### src/rtl/cache_refill_unit_pkg.sv
// Shared state encoding, default geometry and address-width helper for the refill path.
// The cache memory and control unit import the same package so their state views agree.
package cache_refill_unit_pkg;

  typedef enum logic [1:0] {
    IDLE = 2'd0,
    WB   = 2'd1,
    FILL = 2'd2,
    DONE = 2'd3
  } refill_state_e;

  localparam int DEF_TAG_SIZE       = 19;
  localparam int DEF_BLOCK_SIZE     = 8;
  localparam int DEF_WORD_SIZE      = 8;
  localparam int DEF_NUMBER_OF_SETS = 128;

  function automatic int mem_addr_width(input int tag_size, input int number_of_sets,
                                        input int block_size);
    return tag_size + $clog2(number_of_sets) + $clog2(block_size);
  endfunction

endpackage

### src/rtl/cache_refill_unit_line_buffer.sv
// Line assembly buffer: BLOCK_SIZE words written individually by offset, read as one flat line.
module cache_refill_unit_line_buffer #(
  parameter  int BLOCK_SIZE  = 8,
  parameter  int WORD_SIZE   = 8,
  localparam int OFFSET_BITS = $clog2(BLOCK_SIZE)
) (
  input  logic                            clk,
  input  logic                            rst_b,
  input  logic                            wr_en_i,
  input  logic [OFFSET_BITS-1:0]          wr_offset_i,
  input  logic [WORD_SIZE-1:0]            wr_data_i,
  output logic [BLOCK_SIZE*WORD_SIZE-1:0] line_o
);

  generate
    for (genvar gi = 0; gi < BLOCK_SIZE; gi++) begin : g_word
      logic [WORD_SIZE-1:0] word_q;

      always_ff @(posedge clk or posedge rst_b) begin
        if (rst_b) begin
          word_q <= '0;
        end else if (wr_en_i && (wr_offset_i == OFFSET_BITS'(gi))) begin
          word_q <= wr_data_i;
        end
      end

      assign line_o[gi*WORD_SIZE +: WORD_SIZE] = word_q;
    end
  endgenerate

endmodule

### src/rtl/cache_refill_unit.sv
// Miss handler: writes back a dirty victim, then refills the line critical-word-first,
// forwarding the critical word early and handing the assembled line to the cache memory.
module cache_refill_unit
  import cache_refill_unit_pkg::*;
#(
  parameter  int TAG_SIZE       = DEF_TAG_SIZE,
  parameter  int BLOCK_SIZE     = DEF_BLOCK_SIZE,
  parameter  int WORD_SIZE      = DEF_WORD_SIZE,
  parameter  int NUMBER_OF_SETS = DEF_NUMBER_OF_SETS,
  localparam int INDEX_BITS     = $clog2(NUMBER_OF_SETS),
  localparam int OFFSET_BITS    = $clog2(BLOCK_SIZE),
  localparam int MEM_ADDR_W     = mem_addr_width(TAG_SIZE, NUMBER_OF_SETS, BLOCK_SIZE),
  localparam int LINE_W         = BLOCK_SIZE * WORD_SIZE
) (
  input  logic                   clk,
  input  logic                   rst_b,
  input  logic                   miss_req,
  input  logic [TAG_SIZE-1:0]    miss_tag,
  input  logic [INDEX_BITS-1:0]  miss_index,
  input  logic [OFFSET_BITS-1:0] miss_offset,
  input  logic                   victim_dirty,
  input  logic [TAG_SIZE-1:0]    victim_tag,
  input  logic [LINE_W-1:0]      victim_data,
  output logic                   busy,
  output logic                   crit_valid,
  output logic [WORD_SIZE-1:0]   crit_data,
  output logic                   fill_valid,
  output logic [TAG_SIZE-1:0]    fill_tag,
  output logic [INDEX_BITS-1:0]  fill_index,
  output logic [LINE_W-1:0]      fill_data,
  output logic                   mem_req,
  output logic                   mem_we,
  output logic [MEM_ADDR_W-1:0]  mem_addr,
  output logic [WORD_SIZE-1:0]   mem_wdata,
  input  logic                   mem_ack,
  input  logic [WORD_SIZE-1:0]   mem_rdata
);

  localparam logic [OFFSET_BITS-1:0] LAST_CNT = OFFSET_BITS'(BLOCK_SIZE - 1);

  refill_state_e          state_q;
  logic [OFFSET_BITS-1:0] cnt_q;
  logic [TAG_SIZE-1:0]    tag_q, vtag_q, fill_tag_q;
  logic [INDEX_BITS-1:0]  index_q, fill_index_q;
  logic [OFFSET_BITS-1:0] offset_q;
  logic [LINE_W-1:0]      vdata_q;
  logic                   crit_valid_q, fill_valid_q, mem_req_q, mem_we_q;
  logic [WORD_SIZE-1:0]   crit_data_q, mem_wdata_q;
  logic [MEM_ADDR_W-1:0]  mem_addr_q;

  logic                   xfer_d;
  logic [OFFSET_BITS-1:0] cnt_inc_d;
  logic [OFFSET_BITS-1:0] fill_off_d;
  logic [LINE_W-1:0]      line_d;

  // An ack only counts while a request is actually outstanding.
  assign xfer_d     = mem_ack && mem_req_q;
  assign cnt_inc_d  = cnt_q + OFFSET_BITS'(1);
  assign fill_off_d = offset_q + cnt_inc_d;

  cache_refill_unit_line_buffer #(
    .BLOCK_SIZE(BLOCK_SIZE),
    .WORD_SIZE (WORD_SIZE)
  ) u_line_buffer (
    .clk        (clk),
    .rst_b      (rst_b),
    .wr_en_i    ((state_q == FILL) && xfer_d),
    .wr_offset_i(mem_addr_q[OFFSET_BITS-1:0]),
    .wr_data_i  (mem_rdata),
    .line_o     (line_d)
  );

  always_ff @(posedge clk or posedge rst_b) begin
    if (rst_b) begin
      state_q      <= IDLE;
      cnt_q        <= '0;
      tag_q        <= '0;
      vtag_q       <= '0;
      index_q      <= '0;
      offset_q     <= '0;
      vdata_q      <= '0;
      crit_valid_q <= 1'b0;
      crit_data_q  <= '0;
      fill_valid_q <= 1'b0;
      fill_tag_q   <= '0;
      fill_index_q <= '0;
      mem_req_q    <= 1'b0;
      mem_we_q     <= 1'b0;
      mem_addr_q   <= '0;
      mem_wdata_q  <= '0;
    end else begin
      crit_valid_q <= 1'b0;
      fill_valid_q <= 1'b0;
      case (state_q)
        IDLE: begin
          if (miss_req) begin
            tag_q     <= miss_tag;
            vtag_q    <= victim_tag;
            index_q   <= miss_index;
            offset_q  <= miss_offset;
            vdata_q   <= victim_data;
            cnt_q     <= '0;
            mem_req_q <= 1'b1;
            if (victim_dirty) begin
              state_q     <= WB;
              mem_we_q    <= 1'b1;
              mem_addr_q  <= {victim_tag, miss_index, {OFFSET_BITS{1'b0}}};
              mem_wdata_q <= victim_data[WORD_SIZE-1:0];
            end else begin
              state_q     <= FILL;
              mem_we_q    <= 1'b0;
              mem_addr_q  <= {miss_tag, miss_index, miss_offset};
              mem_wdata_q <= '0;
            end
          end
        end
        WB: begin
          if (xfer_d) begin
            if (cnt_q == LAST_CNT) begin
              // mem_req stays high: the fill read is presented straight after the last write.
              state_q     <= FILL;
              cnt_q       <= '0;
              mem_we_q    <= 1'b0;
              mem_wdata_q <= '0;
              mem_addr_q  <= {tag_q, index_q, offset_q};
            end else begin
              cnt_q       <= cnt_inc_d;
              mem_addr_q  <= {vtag_q, index_q, cnt_inc_d};
              mem_wdata_q <= vdata_q[cnt_inc_d*WORD_SIZE +: WORD_SIZE];
            end
          end
        end
        FILL: begin
          if (xfer_d) begin
            if (cnt_q == '0) begin
              crit_valid_q <= 1'b1;
              crit_data_q  <= mem_rdata;
            end
            if (cnt_q == LAST_CNT) begin
              state_q      <= DONE;
              cnt_q        <= '0;
              mem_req_q    <= 1'b0;
              mem_addr_q   <= '0;
              fill_valid_q <= 1'b1;
              fill_tag_q   <= tag_q;
              fill_index_q <= index_q;
            end else begin
              cnt_q      <= cnt_inc_d;
              mem_addr_q <= {tag_q, index_q, fill_off_d};
            end
          end
        end
        DONE: begin
          state_q      <= IDLE;
          fill_tag_q   <= '0;
          fill_index_q <= '0;
        end
        default: state_q <= IDLE;
      endcase
    end
  end

  assign busy       = (state_q != IDLE);
  assign crit_valid = crit_valid_q;
  assign crit_data  = crit_data_q;
  assign fill_valid = fill_valid_q;
  assign fill_tag   = fill_tag_q;
  assign fill_index = fill_index_q;
  // The buffer holds stale or partial words outside DONE, so only expose it with the pulse.
  assign fill_data  = fill_valid_q ? line_d : '0;
  assign mem_req    = mem_req_q;
  assign mem_we     = mem_we_q;
  assign mem_addr   = mem_addr_q;
  assign mem_wdata  = mem_wdata_q;

endmodule

### config.mk
export PLATFORM = sky130hd
export DESIGN_NAME = cache_refill_unit
export DESIGN_NICKNAME = d
export VERILOG_FILES = /design/src/rtl/cache_refill_unit_pkg.sv /design/src/rtl/cache_refill_unit_line_buffer.sv /design/src/rtl/cache_refill_unit.sv
export SDC_FILE = /design/constraint.sdc
export NUM_CORES = 1
export LEC_CHECK = 0
export ABC_CLOCK_PERIOD_IN_PS = 9880
export BUFFER_PORTS_ARGS = -buffer_cell sky130_fd_sc_hd__buf_4
export CORE_MARGIN = 10
export CORE_UTILIZATION = 54
export DETAILED_ROUTE_END_ITERATION = 6
export PLACE_DENSITY = 0.8
export RECOVER_POWER = 50
export SETUP_SLACK_MARGIN = 0.5
export SLEW_MARGIN = 20
export SYNTH_ARGS = -nofsm -noshare
export SYNTH_HDL_FRONTEND = slang
export SYNTH_SLANG_ARGS = --single-unit
### constraint.sdc
create_clock -name clk -period 9.88 [get_ports clk]
set_clock_uncertainty 0.15 [all_clocks]
set_input_delay 1.976 -clock clk [delete_from_list [all_inputs] [get_ports clk]]
set_output_delay 1.976 -clock clk [all_outputs]
set_load 0.01 [all_outputs]
[Yosys cells after proc, flatten, opt, wreduce, memory -nomap -nowiden]
Cells that the tools add are included.
Operators by class
  order comparisons: 0
  bitwise operators: 0
  mux-type cells: 43
  equality and inequality tests: 17
  multiply operators: 0
  shift operators: 1
  $add $sub $neg: 2
  div/mod/pow operators: 0
  reductions and logical operators: 29
Operator list (number)
  2-to-1 mux 29 bit: 6
  case mux 29 bit (3 select lines): 1
  2-to-1 mux 64 bit: 1
  indexed part select 64 x 7 -> 8 bit: 1
  2-to-1 mux 19 bit: 2
  case mux 19 bit (2 select lines): 1
  2-to-1 mux 8 bit: 4
  case mux 8 bit (2 select lines): 1
  equality test 3 bit (second input constant): 5
  2-to-1 mux 7 bit: 2
  case mux 7 bit (2 select lines): 1
  2-to-1 mux 2 bit: 6
  AND reduction 3 bit: 4
  AND reduction 4 bit: 3
  2-to-1 mux 1 bit: 11
  logical AND 1 bit: 10
  nonzero test 2 bit: 5
  2-to-1 mux 3 bit: 3
  inequality test 2 bit (second input constant): 4
  case mux 2 bit (4 select lines): 1
  equality test 3 x 2 -> 1 bit (second input constant): 2
  zero test 3 bit: 2
  case mux 3 bit (2 select lines): 1
  AND reduction 5 bit: 1
  11 further kinds: 14
Word-level totals
  bits in read-only memories: 0
  memories: 0
  word-level logic and storage cells: 116
  flip-flop bits (word level): 256
  memory bits (writable): 0
  latch bits: 0

[Longest topological paths before layout]
Gate-level depths: netlist of run 1.
  word-level depth: 5
  gate-level depth with buffers: 9
  gate-level depth less buffers: 7

[By module]
Synthesis of run 1 repeated with hierarchy kept, for this count alone.
Unflattened totals
  cells, all modules: 847
  area total of the unflattened synthesis: 11417.2 um^2
Modules (own cells, without submodules)
  cache_refill_unit: cells an instance 703, instances 1, area an instance 8961.1 um^2, seq. area each 4804.6 um^2
  cache_refill_unit_line_buffer: cells an instance 144, instances 1, area an instance 2456.1 um^2, seq. area each 1601.5 um^2

[Least setup slack after synthesis of run 1]
OpenSTA, ideal clock, no wires.
  path kind: input to register
  from: input mem_ack
  to: register u_line_buffer.g_word[0].word_q[0]
  buffers on the path: 2
  setup time: 0.125 ns
  path slack: 6.462 ns
  stages on the path: 6
  arrival time: 3.143 ns
  required time: 9.605 ns
  cells stage by stage: nand3_1 or2_1 buf_6 or3_1 buf_6 mux2_4
On the way
  longest elaborated chain between the ends: 3
RTL lines
  start: declaration: line cache_refill_unit.sv:35  | input logic mem_ack,
  logical AND 1 bit: line cache_refill_unit.sv:57  | assign xfer_d = mem_ack && mem_req_q;
  logical AND 1 bit: line cache_refill_unit.sv:67  | .wr_en_i ((state_q == FILL) && xfer_d),
  logical AND 1 bit: line cache_refill_unit_line_buffer.sv:22  | end else if (wr_en_i && (wr_offset_i == OFFSET_BITS'(gi))) begin
  end signal: assignment: line cache_refill_unit_line_buffer.sv:23  | word_q <= wr_data_i;
  end: declaration: line cache_refill_unit_line_buffer.sv:17  | logic [WORD_SIZE-1:0] word_q;
Every way passes these cells.
A chain may end at the register's enable or synchronous reset.

==> results of run 1 <==
## how the worst min path moves through the flow
stage,start,to,cells past startpoint
floorplan,u_line_buffer.g_word[4].word_q[5],u_line_buffer.g_word[4].word_q[5],1
global placement,mem_addr[27],mem_addr[27],1
detailed placement,mem_addr[18],mem_addr[18],1
CTS,mem_addr[26],mem_addr[26],1
global route,mem_addr[23],mem_addr[23],1
finish,mem_addr[18],mem_addr[18],1
## per-stage QoR
stage                     instance area, sq um  power (mW)  cells
after detailed placement                 13600        3.48   1341
after global placement                   13600        3.41   1341
final                                    14100        4.31   1388
after CTS                                14400        4.44   1387
after floorplan                          11400        2.96    845
after global routing                     14100        4.60   1388
## layout by cell type (no fill, tap or decap), types with 7 or more instances in the layout
| master | count |
|---|---|
| a22oi_1 | 29 |
| mux2_1 | 10 |
| a221oi_1 | 8 |
| clkbuf_1 | 83 |
| dfrtp_1 | 256 |
| nand2_1 | 13 |
| a22o_1 | 27 |
| o21ai_0 | 9 |
| mux2_2 | 183 |
| a211oi_1 | 38 |
| a21oi_1 | 8 |
| nor2_1 | 32 |
| buf_4 | 197 |
| mux4_2 | 16 |
| nand3_1 | 7 |
| a21o_1 | 20 |
| nor2b_1 | 22 |
| inv_1 | 10 |
| ha_1 | 8 |
| clkbuf_16 | 27 |
| and2_1 | 64 |
## logic make-up (layout without fill, tap and decap cells)
group,after synthesis,count (layout),synth area share
AOI/OAI and AO/OA,149,149,0.0993
xor gates and xnor gates,2,2,0.00154
adders and majority gates,9,9,0.0105
buffers and inverters,66,333,0.0256
DFF,256,256,0.563
muxes,211,211,0.227
other,0,1,0
and+or+nand+nor,152,152,0.0734
## critical path, stage by stage
cell,delay (ns)
clkbuf_4,0.11
clkinvlp_2,2.64
buf_4,1.05
## power breakdown
| group | leakage, nW | total [mW] | switching [mW] | internal (mW) |
|---|---|---|---|---|
| combinational | 2.91 | 1.60 | 0.784 | 0.819 |
| clock | 0.411 | 0.936 | 0.391 | 0.544 |
| sequential | 3.17 | 1.77 | 0.260 | 1.51 |
## layer usage
| metal | vias to the layer above | GRT usage | wire length [um] |
|---|---|---|---|
| met5 | - | 0 | 13 |
| met4 | 2 | 0.0676 | 756 |
| met2 | 285 | 0.346 | 14200 |
| met3 | 53 | 0.0523 | 2540 |
| met1 | 3948 | 0.262 | 11500 |
| li1 | 3572 | - | - |
## state kept, by name, indices dropped and copies added (netlist names), 2 cells and up
register and cells:
u_line_buffer.g_word.word_q 64, vdata_q 64, mem_addr 29, fill_tag 19
tag_q 19, vtag_q 19, crit_data 8, mem_wdata 8
fill_index 7, index_q 7, cnt_q 3, offset_q 3
state_q 2
## area by class of cell
class | instances | area, sq um
fillers | 1612 | 6830
inverters | 11 | 42.5
clock inverters | 7 | 38.8
diodes | 1 | 2.50
repair buffers | 276 | 1790
multi-input cells | 523 | 4660
flip-flops and latches | 256 | 6410
clock buffers | 39 | 781
well taps | 275 | 344
==> impl_results.md, run 1 <==
* R2R setup slack at 6.21 ns
* Worst endpoint required time at 10.23 ns
* Final setup vio count at 0
* Number of global-route vias before repair at 8375
* Post-Route WL at 29100 um
* Final WS setup at 4.38 ns
* Synth-to-layout area growth at 23.5%
* Pleak at 6.50 nW
* Area leader, netlist: dfrtp_1
* I/O Buffers at 264
* Avg Vias per Cell at 5.66
* VDD IR-drop max at 0.186 mV
* Finished Core Util at 0.673
* Detailed-route via count at 7860
* Fin. max-slew vios at 201
* Final Cycle Share at 0.557
* Max_slew headroom at -2.17
* CTS sink cnt at 256
* Critical Path Start Type: input port
* CTS tree: built
* Total CTS buffers at 27
* GR Util All Layers at 0.208
* Core area at 0.0209 sq mm
* Async set-reset flop share out of synthesis at 1.00
* Core Rows at 53
* Most common cell in the netlist: dfrtp_1
* Syn Inst Count at 845
* Layout net count at 1229
* CP Capture Type: asynchronous set/reset pin
* Post-synth EDFFs at 0
* Worst-case hold slack at 0.325 ns
* Remaining DRCs at 0
* Clock Pin Slew Worst Setup and Hold Paths at 0.06 ns
* Fin Setup TNS at 0 ns
* Die H at 165 um
* Synth area leaders: dfrtp_1, mux2_2, and2_1
* Sequential element share of the synthesized area at 0.563
* Post-cts hold buffer count at 0
* WL per Instance at 20.9 um
* Synth top cells by count: dfrtp_1, mux2_2, and2_1
* CTS Root Cell: clkbuf_16
* Clock Latency Late Sink at 0.52 ns
* Max Cap Viol at 3
* Period minus WS final at 5.50 ns
* Starting density of the core at 0.545
* Worst R2R End: mem_addr[18]
* Worst slack at placement at 5.81 ns
* DRT Pass-1 Iters at 5
* H-tree depth at 1
* Worst Hold Class: reg2reg
* Syn Nets at 979
* Worst Tran Pin Value at 4.73 ns
* Routability cong. at 0.829
* First-pass GRT wire length at 45600 um
* Num ports at 265
* Clk buf depth at 3
* Die width at 165 um
* Setup bufs post-CTS at 0
* Share of the synthesized area in the top cell type at 0.563
* Largest net degree at the start of global routing at 113
* Setup crit start: rst_b
* Synth Area per Inst at 13.5 sq um
* Initial drt markers at 408
* FF-to-FF Start: state_q[0]
* Critical Path Sink: vdata_q[13]
* Arr. time, crit path at 5.86 ns
* Fin. Hold Viols at 0
* Post-synth cell types at 40
* Crit Path Max Fanout at 112
* Ys Warns at 0
* Violated checks: max-capacitance violations, max-slew violations
* Post-detail-place hpwl at 20100 um
* Critical path class: in2async
* Post-cts sizing count at 0
* Cell area after synthesis at 0.0114 sq mm
* RSZ-0062 raised after global routing: false
* Synth Register Bits at 256
* Grt total ovfl at 0
* DRT antenna net count at 0
* Initial antenna violation count at 2
* Synth Flop Type: dfrtp_1
* Die area at 0.0273 sq mm
* Peak Freq at 182 MHz
* Reg2Reg Depth at 7
* Result of the run: complete, but fails checks
* Layout cells sized above 1 at 0.399
* Pwr Density at 306 mW/mm^2
Note: power is estimated with default switching activity, not from simulation.
==> run 2, diff against run 1 <==
--- a/config.mk
+++ b/config.mk
@@ -5,7 +5,7 @@
 export SDC_FILE = /design/constraint.sdc
 export NUM_CORES = 1
 export LEC_CHECK = 0
-export ABC_CLOCK_PERIOD_IN_PS = 9880
+export ABC_CLOCK_PERIOD_IN_PS = 5700
 export BUFFER_PORTS_ARGS = -buffer_cell sky130_fd_sc_hd__buf_4
 export CORE_MARGIN = 10
 export CORE_UTILIZATION = 54
==> constraint.sdc (replaced) <==
create_clock -name clk -period 5.7 [get_ports clk]
set_clock_uncertainty 0.15 [all_clocks]
set_input_delay 1.14 -clock clk [delete_from_list [all_inputs] [get_ports clk]]
set_output_delay 1.14 -clock clk [all_outputs]
set_load 0.01 [all_outputs]
==> impl_results.md, run 2 (synthesis gave the netlist of run 1 again) <==
* Wire length on met3 at 2290 um (-10%)
* Wl on met1 at 11900 um (+3.4%)
* Min-delay src: mem_addr[14]
* Pleak at 6.83 nW (+5.2%)
* WL per Instance at 20.8 um (-0.67%)
* Commonest non-fill, non-tap cells in the layout: buf_4, dfrtp_1, mux2_2, and2_1, a211oi_1
* Total CTS buffers at 26 (-3.7%)
* Fin Setup TNS at 0 ns (unchanged)
* Worst R2R End: vdata_q[49]
* Violated checks: max-capacitance violations, max-slew violations
* Hold depth at 1 (unchanged)
* Max_slew headroom at -0.973 (+1.20)
* Post-Route WL at 28900 um (-0.46%)
* Total power at 7.68 mW (+78%)
* Routability cong. at 0.828 (-0.13%)
* Peak Freq at 277 MHz
* Layout net count at 1230 (+0.081%)
* Initial antenna violation count at 1 (-1)
* Hold EP: mem_addr[14]
* Fin. max-slew vios at 221 (+10%)
* Clk buf depth at 3 (unchanged)
* Fin cells at 1391 (+0.22%)
* Top layer in use: met5
* Final Cycle Share at 0.634
* VDD IR-drop max at 0.376 mV (+100%)
* Reg2Reg Depth at 5 (-2)
* Max Cap Viol at 5 (+2)
* Core Rows at 53 (unchanged)
* FF-to-FF Start: state_q[0]
* Synth-to-layout area growth at 26.6%
* Initial drt markers at 456 (+12%)
* Largest net degree at the start of global routing at 200 (+77%)
* Worst endpoint required time at 5.52 ns (-4.71 ns)
* Placed Instances at 1342 (+0.075%)
* Layout cells sized above 1 at 0.472 (+0.0729)
* Core area at 0.0209 sq mm (unchanged)
* Final setup vio count at 0 (unchanged)
* Die width at 165 um (unchanged)
* Placed Area at 0.0136 sq mm (+0.12%)
* Die area at 0.0273 sq mm (unchanged)
* CTS tree: built
* Critical Path Start Type: input port
* First-pass GRT wire length at 44700 um (-2.0%)
* Post-layout instance area at 0.0144 sq mm (+2.5%)
* R2R setup slack at 2.23 ns (-3.98 ns)
* Post-detail-place hpwl at 20000 um (about the same)
* Avg Vias per Cell at 5.61 (-0.98%)
* H-tree depth at 1 (unchanged)
* Setup bufs post-CTS at 0 (unchanged)
* Arr. time, crit path at 3.43 ns (-2.43 ns)
* DRT Pass-1 Iters at 4 (-1)
* RSZ-0062 raised after global routing: false
* CP Capture Type: asynchronous set/reset pin
* Worst Tran Pin Value at 2.96 ns (-1.77 ns)
* Post-cts sizing count at 0 (unchanged)
* DRT antenna net count at 0 (unchanged)
* Met2 wire length at 14100 um (-0.91%)
* Grt total ovfl at 0 (unchanged)
* Period minus WS final at 3.61 ns
* CTS sink cnt at 256 (unchanged)
* Number of global-route vias before repair at 8244 (-1.6%)
* Detailed-route via count at 7800 (-0.76%)
* Result of the run: complete, but fails checks
* I/O Buffers at 264 (unchanged)
* Die H at 165 um (unchanged)
* Pwr Density at 533 mW/mm^2 (+74%)
* Clock Latency Late Sink at 0.52 ns (about the same)
* GR Util All Layers at 0.205 (-0.00305)
* Num ports at 265 (unchanged)
* Fin. Hold Viols at 0 (unchanged)
* Worst Hold Class: reg2reg
* Commonest non-fill, non-tap cell in the layout: buf_4
* Critical path class: in2async
* Remaining DRCs at 0 (unchanged)
* CTS Root Cell: clkbuf_16
* Post-cts hold buffer count at 0 (unchanged)
* Starting density of the core at 0.545 (unchanged)
* Crit Path Max Fanout at 57 (-49%)
* Clock Pin Slew Worst Setup and Hold Paths at 0.06 ns (about the same)
-- run 2: layout make-up --
| cell class | count | area [sq um] |
|---|---|---|
| Tap cell | 275 | 344 |
| Timing Repair Buffer | 278 | 2090 |
| Inverter | 11 | 42.5 |
| Sequential cell | 256 | 6410 |
| Clock inverter | 3 | 40.0 |
| Fill cell | 1494 | 6470 |
| Clock buffer | 43 | 796 |
| Antenna cell | 2 | 5.00 |
| Multi-Input combinational cell | 523 | 4690 |
-- run 2: how the worst max path moves through the flow --
stage | endpoint | slack, ns | from
after detailed placement | mem_addr[20] | 2.63 | miss_req
after global routing | u_line_buffer.g_word[5].word_q[4] | 1.52 | rst_b
after global placement | mem_addr[19] | 2.69 | miss_req
final | u_line_buffer.g_word[1].word_q[7] | 2.09 | rst_b
after CTS | fill_data[60] | 2.76 | fill_valid
after floorplan | cnt_q[0] | 1.04 | rst_b
-- run 2: worst max-delay path, stage by stage --
cell        delay [ns]
clkbuf_4          0.11
clkinvlp_2        0.06
clkbuf_1          2.09
-- run 2: power breakdown --
group          switching [mW]  internal, mW  total [mW]
combinational            1.36          1.59        2.95
clock                   0.674         0.990        1.66
sequential              0.451          2.61        3.07
-- run 2: per-layer routing --
layer  vias up  track usage
met2       246        0.335
li1       3573            -
met5         -            0
met3        45       0.0511
met4         2       0.0600
met1      3934        0.267
-- run 2: per-stage QoR --
step | hold WS (ns) | util | setup WS (ns)
after global placement | 0.314 | 0.651 | 2.69
after detailed placement | 0.317 | 0.651 | 2.63
after CTS | 0.335 | 0.691 | 2.76
after global routing | 0.357 | 0.690 | 1.52
after floorplan | 0.321 | - | 1.04
final | 0.329 | 0.690 | 2.09
==> run 3, diff against run 2 <==
--- a/config.mk
+++ b/config.mk
@@ -5,12 +5,12 @@
 export SDC_FILE = /design/constraint.sdc
 export NUM_CORES = 1
 export LEC_CHECK = 0
-export ABC_CLOCK_PERIOD_IN_PS = 5700
+export ABC_CLOCK_PERIOD_IN_PS = 3000
 export BUFFER_PORTS_ARGS = -buffer_cell sky130_fd_sc_hd__buf_4
 export CORE_MARGIN = 10
-export CORE_UTILIZATION = 54
+export CORE_UTILIZATION = 49
 export DETAILED_ROUTE_END_ITERATION = 6
-export PLACE_DENSITY = 0.8
+export PLACE_DENSITY = 0.77
 export RECOVER_POWER = 50
 export SETUP_SLACK_MARGIN = 0.5
 export SLEW_MARGIN = 20
==> constraint.sdc (replaced) <==
create_clock -name clk -period 3 [get_ports clk]
set_clock_uncertainty 0.15 [all_clocks]
set_input_delay 0.6 -clock clk [delete_from_list [all_inputs] [get_ports clk]]
set_output_delay 0.6 -clock clk [all_outputs]
set_load 0.01 [all_outputs]
==> impl_results.md, run 3 (synthesis gave the netlist of run 1 again) <==
* Result of the run: complete, no violations
* Synth-to-layout area growth at 26.8%
* Layout cells sized above 1 at 0.431 (-0.0412)
* CTS sink cnt at 256 (unchanged)
* RSZ-0062 raised after global routing: true
* Die width at 172 um (+4.4%)
* Core area at 0.0228 sq mm (+9.0%)
* Hold EP: vdata_q[12]
* Total CTS buffers at 27 (+3.8%)
* Clk buf depth at 3 (unchanged)
* Placed Instances at 1394 (+3.9%)
* Die area at 0.0297 sq mm (+8.9%)
* CTS tree: built
* Worst R2R End: u_line_buffer.g_word[1].word_q[0]
* Switching pwr at 4.83 mW (+94%)
* Fin cells at 1444 (+3.8%)
* Sequential Power Share at 0.396 (-0.003)
* Reg2Reg Depth at 6 (+1)
* Clock power share at 0.226 (+0.009)
* Crit Path Max Fanout at 11 (-81%)
* Worst endpoint required time at 3.25 ns (-2.27 ns)
* Remaining DRCs at 0 (unchanged)
* First-pass GRT wire length at 46600 um (+4.2%)
* Fill count at 1792 (+20%)
* Arr. time, crit path at 2.70 ns (-0.73 ns)
* Setup bufs post-CTS at 0 (unchanged)
* WL per Instance at 20.7 um (-0.34%)
* Detailed-route via count at 7875 (+0.96%)
* Worst-case hold slack at 0.145 ns (-0.184 ns)
* Sw Share at 0.329 (+0.00468)
* Critical path class: reg2reg
* Hold depth at 2 (+1)
* Pleak at 6.69 nW (-2.0%)
* R2R setup slack at 0.55 ns (-1.68 ns)
* Critical Path Start Type: register
* Num ports at 265 (unchanged)
* Final setup vio count at 0 (unchanged)
* Peak Freq at 408 MHz
* FF-to-FF Start: state_q[0]
* DRT Pass-1 Iters at 4 (unchanged)
* DRT antenna net count at 0 (unchanged)
* Clock Pin Slew Worst Setup and Hold Paths at 0.06 ns (about the same)
* Avg Vias per Cell at 5.45 (-2.7%)
* Setup crit start: state_q[0]
* Commonest non-fill, non-tap cell in the layout: dfrtp_1
* I/O Buffers at 264 (unchanged)
* Final WS setup at 0.552 ns (-1.54 ns)
* Commonest non-fill, non-tap cells in the layout: dfrtp_1, buf_4, mux2_2, clkbuf_1, and2_1
* Die H at 172 um (+4.4%)
* Min-delay src: victim_data[12]
* Worst Hold Class: in2reg
* Max_slew headroom at 0.209 (+1.18)
* Internal Power at 9.86 mW (+90%)
* GR Util All Layers at 0.197 (-0.00853)
* Clock Latency Late Sink at 0.53 ns (about the same)
* Final Cycle Share at 0.816
* Initial antenna violation count at 2 (+1)
* Number of global-route vias before repair at 8524 (+3.4%)
* Initial drt markers at 483 (+5.9%)
* Routability cong. at 0.805 (-2.7%)
* Core Rows at 55 (+3.8%)
* Max Cap Viol at 0 (-5)
* Pwr Density at 1020 mW/mm^2 (+91%)
* Period minus WS final at 2.45 ns
* Starting density of the core at 0.500 (-0.0452)
* CP Capture Type: register
* Logic gate share of total power at 0.378 (-0.006)
* H-tree depth at 1 (unchanged)
* Fin. max-slew vios at 0 (-100%)
* Grt total ovfl at 0 (unchanged)
* Post-Route WL at 29900 um (+3.5%)
* Fin. Hold Viols at 0 (unchanged)
* Post-detail-place hpwl at 21000 um (+4.9%)
* VDD IR-drop max at 0.594 mV (+58%)
* Layout net count at 1245 (+1.2%)
* Worst slack at placement at 0.505 ns (-2.13 ns)
* Largest net degree at the start of global routing at 77 (-62%)
* Worst Tran Pin Value at 1.19 ns (-1.77 ns)
* CTS Root Cell: clkbuf_16
## run 3: worst max path at each step
stage / to / slack, ns / depth (start not counted)
finish: u_line_buffer.g_word[1].word_q[0] / 0.55 / 6
global route: u_line_buffer.g_word[4].word_q[5] / 0.42 / 4
CTS: mem_addr[11] / 0.54 / 7
detailed placement: u_line_buffer.g_word[0].word_q[0] / 0.50 / 6
global placement: u_line_buffer.g_word[0].word_q[4] / 0.57 / 6
floorplan: cnt_q[0] / -1.12 / 1
## run 3: final cells by class
type | instances | area [sq um] | area share
Antenna cell | 1 | 2.50 | 0.000173
Clock buffer | 40 | 795 | 0.0550
Clock inverter | 8 | 96.3 | 0.00667
Inverter | 11 | 42.5 | 0.00295
Multi-Input combinational cell | 523 | 4720 | 0.327
Sequential cell | 256 | 6410 | 0.444
Tap cell | 313 | 392 | 0.0271
Timing Repair Buffer | 292 | 1980 | 0.137
## run 3: worst max-delay path, stage by stage, from the launching register on
cell and delay (ns):
dfrtp_1 0.41, inv_1 0.09, ha_1 0.38, nand3_1 0.14
or2_1 0.31, nor2_2 0.44, mux2_2 0.39
## run 3: what timing repair did
| item | 4_1_cts | 5_1_grt |
|---|---|---|
| hold buffers | 1 | 0 |
| resized for setup | 1 | 7 |
| endpoints found under the setup margin | 8 | 30 |
| hold endpoints to repair | 8 | 0 |
## run 3: through the flow
stage	TNS, ns	area, sq um	power, mW	utilization
finish	0	14400	14.7	0.634
global route	0	14400	15.7	0.634
CTS	0	14700	15.0	0.645
detailed placement	0	13800	11.7	0.606
global placement	0	13800	11.4	0.606
floorplan	-287.14	11400	9.77	-
## run 3: power groups by stage
stage	Sequential [mW]	Combinational (mW)	Clock (mW)
after floorplan	5.74	4.03	0
after global placement	5.79	5.62	0
after detailed placement	5.87	5.79	0
after CTS	5.82	5.83	3.39
after global routing	6.01	6.09	3.55
final	5.82	5.55	3.32
## run 3: layer usage
layer	part of all wire	GRT usage	vias to the layer above
li1	-	-	3606
met1	0.41	0.246	4007
met2	0.49	0.334	219
met3	0.079	0.0518	41
met4	0.017	0.0457	2
met5	0.00043	0	-
